## src/rtl/display_scan_ctrl.sv

```systemverilog
// display_scan_ctrl: eight-digit multiplexed seven-segment scanner.
//
// Each digit slot is a BLANK phase (anodes dark, BLANK_CYCLES long) followed by a
// DRIVE phase (REFRESH_DIV long). The digits/digit_en inputs are captured once per
// frame, on the edge that starts the BLANK phase of digit 0. Every output is a flop.
//
// Ports:
//   clk        - single clock, rising edge
//   reset_n    - asynchronous reset, active low
//   digits     - eight hex nibbles, nibble k shown on digit k
//   digit_en   - bit k permits digit k to be lit
//   anode      - active-low digit enables, bit k drives digit k
//   seg        - active-low segments {a,b,c,d,e,f,g}, bit 6 = a
//   digit_sel  - index of the digit currently scheduled
//   frame_done - one-cycle pulse when digit_sel wraps 7 -> 0
//
// Optional feature: define LEADING_ZERO_BLANK_EN to darken leading zero digits
// (digit 0 is never blanked by this rule).
module display_scan_ctrl #(
    parameter int unsigned REFRESH_DIV  = 100000,
    parameter int unsigned BLANK_CYCLES = 1000
) (
    input  logic        clk,
    input  logic        reset_n,
    input  logic [31:0] digits,
    input  logic [7:0]  digit_en,
    output logic [7:0]  anode,
    output logic [6:0]  seg,
    output logic [2:0]  digit_sel,
    output logic        frame_done
);

    localparam int unsigned CntMax = (REFRESH_DIV > BLANK_CYCLES) ? REFRESH_DIV : BLANK_CYCLES;
    localparam int unsigned CntW   = (CntMax > 1) ? $clog2(CntMax) : 1;
    localparam logic [CntW-1:0] BlankLast = CntW'(BLANK_CYCLES - 1);
    localparam logic [CntW-1:0] DriveLast = CntW'(REFRESH_DIV - 1);

    typedef enum logic {StBlank = 1'b0, StDrive = 1'b1} state_e;

    state_e          state_q, state_d;
    logic [CntW-1:0] cnt_q, cnt_d;
    logic [2:0]      sel_q, sel_d;
    logic            started_q;
    logic [31:0]     snap_digits_q, snap_digits_d;
    logic [7:0]      snap_en_q, snap_en_d;
    logic [7:0]      anode_q, anode_d;
    logic [6:0]      seg_q, seg_d;
    logic            frame_done_q, frame_done_d;
    logic [3:0]      nibble;
    logic [7:0]      lz_dark;
`ifdef LEADING_ZERO_BLANK_EN
    logic            zero_run;
`endif

    function automatic logic [6:0] hex_to_seg(input logic [3:0] v);
        logic [6:0] s;
        case (v)
            4'h0: s = 7'h01;
            4'h1: s = 7'h4F;
            4'h2: s = 7'h12;
            4'h3: s = 7'h06;
            4'h4: s = 7'h4C;
            4'h5: s = 7'h24;
            4'h6: s = 7'h20;
            4'h7: s = 7'h0F;
            4'h8: s = 7'h00;
            4'h9: s = 7'h04;
            4'hA: s = 7'h08;
            4'hB: s = 7'h60;
            4'hC: s = 7'h31;
            4'hD: s = 7'h42;
            4'hE: s = 7'h30;
            default: s = 7'h38;
        endcase
        return s;
    endfunction

    // Scan sequencing and snapshot capture.
    always_comb begin
        state_d       = state_q;
        cnt_d         = cnt_q + 1'b1;
        sel_d         = sel_q;
        frame_done_d  = 1'b0;
        snap_digits_d = snap_digits_q;
        snap_en_d     = snap_en_q;
        if (!started_q) begin
            // First edge after reset: this edge begins the BLANK of digit 0.
            state_d       = StBlank;
            cnt_d         = '0;
            sel_d         = 3'd0;
            snap_digits_d = digits;
            snap_en_d     = digit_en;
        end else begin
            case (state_q)
                StBlank: begin
                    if (cnt_q == BlankLast) begin
                        state_d = StDrive;
                        cnt_d   = '0;
                    end
                end
                default: begin
                    if (cnt_q == DriveLast) begin
                        state_d = StBlank;
                        cnt_d   = '0;
                        sel_d   = sel_q + 3'd1;
                        if (sel_q == 3'd7) begin
                            frame_done_d  = 1'b1;
                            snap_digits_d = digits;
                            snap_en_d     = digit_en;
                        end
                    end
                end
            endcase
        end
    end

    // Outputs are decoded from next-state values so the output flops line up with
    // the state register rather than lagging it by a cycle.
    always_comb begin
        nibble  = snap_digits_d[{sel_d, 2'b00} +: 4];
        lz_dark = '0;
`ifdef LEADING_ZERO_BLANK_EN
        zero_run = 1'b1;
        for (int k = 7; k >= 1; k--) begin
            zero_run   = zero_run && (snap_digits_d[4*k +: 4] == 4'h0);
            lz_dark[k] = zero_run;
        end
`endif
        anode_d = 8'hFF;
        seg_d   = 7'h7F;
        if (state_d == StDrive) begin
            seg_d = hex_to_seg(nibble);
            if (snap_en_d[sel_d] && !lz_dark[sel_d]) begin
                anode_d = ~(8'd1 << sel_d);
            end
        end
    end

    always_ff @(posedge clk or negedge reset_n) begin
        if (!reset_n) begin
            state_q       <= StBlank;
            cnt_q         <= '0;
            sel_q         <= 3'd0;
            started_q     <= 1'b0;
            snap_digits_q <= '0;
            snap_en_q     <= '0;
            anode_q       <= 8'hFF;
            seg_q         <= 7'h7F;
            frame_done_q  <= 1'b0;
        end else begin
            state_q       <= state_d;
            cnt_q         <= cnt_d;
            sel_q         <= sel_d;
            started_q     <= 1'b1;
            snap_digits_q <= snap_digits_d;
            snap_en_q     <= snap_en_d;
            anode_q       <= anode_d;
            seg_q         <= seg_d;
            frame_done_q  <= frame_done_d;
        end
    end

    assign anode      = anode_q;
    assign seg        = seg_q;
    assign digit_sel  = sel_q;
    assign frame_done = frame_done_q;

endmodule

```

## config.mk

```make
export PLATFORM = sky130hd
export DESIGN_NAME = display_scan_ctrl
export DESIGN_NICKNAME = d
export VERILOG_FILES = /design/src/rtl/display_scan_ctrl.sv
export SDC_FILE = /design/constraint.sdc
export NUM_CORES = 1
export LEC_CHECK = 0
export BUFFER_PORTS_ARGS = -buffer_cell sky130_fd_sc_hd__buf_4
export CAP_MARGIN = 10
export CORE_AREA = 4 4 119 121
export DETAILED_ROUTE_END_ITERATION = 6
export DIE_AREA = 0 0 123 125
export PLACE_DENSITY = 0.47
export SETUP_SLACK_MARGIN = 0.5
export SYNTH_ARGS = -nofsm -noshare
export SYNTH_HDL_FRONTEND = slang
export SYNTH_SLANG_ARGS = --single-unit
```

## constraint.sdc

```tcl
create_clock -name clk -period 7.6 [get_ports clk]
set_input_delay 1.52 -clock clk [delete_from_list [all_inputs] [get_ports clk]]
set_output_delay 1.52 -clock clk [all_outputs]
set_load 0.005 [all_outputs]
```

==> results by group <==
Timing
  • Worst Skew: between 0.005 and 0.006 ns
  • Setup_tns: 0 ns
  • Worst Tran Pin Value: about 1 ns
  • Final hold slack: roughly 0.48 ns
  • Max-slew headroom: between 30% and 40%
  • Fin. max-slew vios: 0
  • Crit share post-route: slightly below 60%
  • Min cycle time layout: 4.404 ns
  • Unrepaired setup endpoints after global routing: false
  • Setup-violating endpoint count in the final report: 0
  • Fmax achieved: about 230 MHz
  • Final worst slack: between 3 and 4 ns
  • Final Hold Viols: 0

Finish
  • Post-layout util: a little under two fifths
  • Ant diodes: 0
  • Fill count: 1291
  • Layout area overhead: 24.23%
  • Layout cell share with drive strength beyond 1: between 30% and 40%
  • NumNets Final: around 450

Worst setup path
  • Critical path fanouts, max: 26
  • Data required, critical path: between 7 and 8 ns
  • Worst Setup Start Kind: register
  • Crit. End Element: register
  • Crit Path Class: reg -> reg
  • Worst EP arrival: 4.68 ns

Global route
  • GRT Residual Overflow: 0
  • Largest net degree at the start of global routing: just under 80
  • Initial antenna violation count: 0
  • GR met2 Demand/Resource: between 10% and 20%
  • GRT Util Overall: about an eighth
  • GR Util met1: between 10% and 20%
  • Vias in the first global route: between 2000 and 3000
  • Global route hottest layer: met2
  • First-pass GRT wire length: 14630 um
  • Grt met3 use: roughly 3.5%

Clock network
  • Clock Latency Late Sink: approximately 0.34 ns
  • Post-CTS Setup Inserts: 0
  • Clock sinks: 78
  • CTS max path bufs: 2
  • Post-CTS Hold Buffers: 0
  • H-tree levels: 3
  • Worst-path clk slew: ~0.060 ns
  • Root Buffer: clkbuf_16
  • TritonCTS clock tree: yes
  • Post-CTS Resized: 0
  • Number of CTS-inserted buffers: 9

Outcome
  • Status: finished, final reports clean

Logic synthesis
  • Post-Syn Area: 3889 um2
  • Simple-gate portion of the synthesized area: between 10% and 20%
  • Post-synthesis mux area share: a little over an eighth
  • Asr flop ratio synth: between 90% and 100%
  • Largest family of logic cells by synthesized area: simple AND/OR/NAND/NOR gates
  • Synth cell types: 67
  • Total nets after synthesis: between 300 and 400
  • Sequential share of the synthesized area: approximately 50%
  • Adder-cell share of the synthesized area: under 10%
  • Post-synthesis compound-gate area fraction: between 10% and 20%
  • Mapped Cells: between 300 and 400
  • Avg Cell Area, Syn: 11.71 um2
  • Post-synthesis xor/xnor area fraction: approximately 3.2%
  • Post-synth EDFFs: 0
  • Flops & latches, synth: slightly below 80
  • Yosys warns: 0
  • Ys flop type: dfrtp_1

Route
  • DRC violations left: 0
  • WL/cell: 15.97 um
  • Drt first pass iters: 4
  • Final WL: 9233 um
  • Drt initial violations: approximately 220
  • Via Count: ~2800
  • Vias/cell: approximately 4.8
  • Final ANT Viol Nets: 0

Pwr
  • Pwr/cell area: between 200 and 250 nW/um2
  • Pwr Total: between 1000 and 1500 uW
  • Peak VDD IR: 124.1 uV
  • Leak: ~0.0021 uW

Die
  • Die area: ~15000 um2
  • Core area: approximately 13000 um2
  • Chip width: between 100 and 150 um
  • Die height: between 100 and 150 um
  • Site Rows: between 40 and 50
  • Starting Density: slightly below 30%
  • I/O pins: 61

Min path
  • HP Class: reg -> reg

Job
  • Number of max-cap violations: 0

Place
  • Buffers on Ports: 60
  • Placement Setup Slack: approximately 3.2 ns
  • Detail Placement HPWL: 6398 um
  • Placer Congestion: 0.7796
[area by class of cell]
class                   instances  area [um2]  area share (%)
flip-flops and latches         78        1971           40.79
multi-input cells             229        1784           36.93
repair buffers                 64       480.5           9.946
clock buffers                  12       246.5           5.102
well taps                     176       220.2           4.558
clock inverters                 4       72.57           1.502
inverters                      15       56.30           1.166
[flip-flops by register name (all words and copies together) (netlist names)]
name           count
snap_en_q          8
started_q          1
state_q            1
seg                7
digit_sel          3
cnt_q             17
snap_digits_q     32
frame_done         1
anode              8
[power breakdown]
group          switching (uW)  leakage, uW  internal, uW
clock                     168     0.000153           296
combinational            50.1     0.000973          46.9
sequential               7.08     0.000943           438
[layout by cell type, fill, tap and decap left out, types with 3 or more instances in the layout]
cell	synthesis	layout
o21ai_0	6	6
mux2_2	29	29
buf_4	1	64
nand4_1	6	6
o221ai_1	3	3
nand3_1	12	12
mux2_1	5	5
dfrtp_1	63	63
inv_1	15	15
and4_1	3	3
ha_1	9	9
or3_1	4	4
xor2_1	10	10
xnor2_1	4	4
clkbuf_16	0	9
mux2i_1	10	10
a21o_1	3	3
a22o_1	4	4
nand2b_1	3	3
o21ai_1	5	5
nor3_1	5	5
dfstp_2	15	15
nor2_1	24	24
nand2_1	23	23
and2_1	5	5
a21oi_1	11	11
[kinds of logic after synthesis]
group / count (synthesis)
AO/OA/AOI/OAI: 56
XOR/XNOR: 14
adder cells (fa/ha/maj): 9
buffers and inverters: 25
flip-flops: 78
multiplexers: 46
other: 1
AND/OR/NAND/NOR: 103
[path summary, 6_finish.rpt]
check | start | end | slack, ns | depth (start not counted)
setup / recovery | cnt_q[12] | seg[3] | 3.20 | 13
hold / removal | cnt_q[0] | cnt_q[0] | 0.48 | 1
setup reg to reg | cnt_q[12] | seg[3] | 3.20 | 13
hold reg to reg | cnt_q[0] | cnt_q[0] | 0.48 | 1
max in group asynchronous | reset_n | snap_en_q[6] | 5.61 | 1
min in group asynchronous | reset_n | snap_en_q[1] | 1.35 | 1
[through the flow]
| stage | instances | area, um2 |
|---|---|---|
| floorplan | 332 | 3889 |
| global placement | 562 | 4512 |
| detailed placement | 562 | 4512 |
| CTS | 578 | 4831 |
| global route | 578 | 4831 |
| finish | 578 | 4831 |
[cells in the mapped netlist, types with 2 or more instances]
cell	instances	area share (%)
and2_1	5	0.80
nand4_1	6	0.97
mux2_2	29	8.4
or4_1	2	0.39
nor4_1	2	0.32
a22o_1	4	0.90
a21oi_1	11	1.4
nand2_1	23	2.2
o221ai_1	3	0.68
clkbuf_1	2	0.19
and4_1	3	0.68
mux2i_2	2	0.71
mux2i_1	10	2.6
a2bb2o_1	2	0.51
xor2_1	10	2.3
xnor2_1	4	0.90
dfrtp_1	63	41
o21ai_0	6	0.77
mux2_1	5	1.4
or2_2	2	0.32
buf_6	4	1.2
dfstp_2	15	10
nor3_1	5	0.64
a21o_1	3	0.58
nand3_1	12	1.5
nor2_1	24	2.3
ha_1	9	2.9
a2111oi_4	2	1.4
buf_2	2	0.26
nand2b_1	3	0.48
o21ai_1	5	0.64
o22ai_1	2	0.32
or3_1	4	0.64
inv_1	15	1.4
[worst max-delay path, cell delays in order, from the launching register on]
cell       delay [ns]
dfrtp_1          0.47
nor4_4           0.43
nand4_2          0.19
o21ai_4          0.50
buf_4            0.43
mux2_2           0.39
a22o_1           0.21
a2111oi_1        0.56
a21oi_4          0.09
inv_1            0.16
ha_1             0.27
o32a_1           0.35
a32oi_1          0.13
nand2b_1         0.13
[per-layer routing]
metal / routed length (um) / vias up
li1: - / 1325
met1: 4507 / 1355
met2: 4099 / 62
met3: 463 / 11
met4: 162 / 0
met5: 0 / -
(Power assumes the default switching activity.)
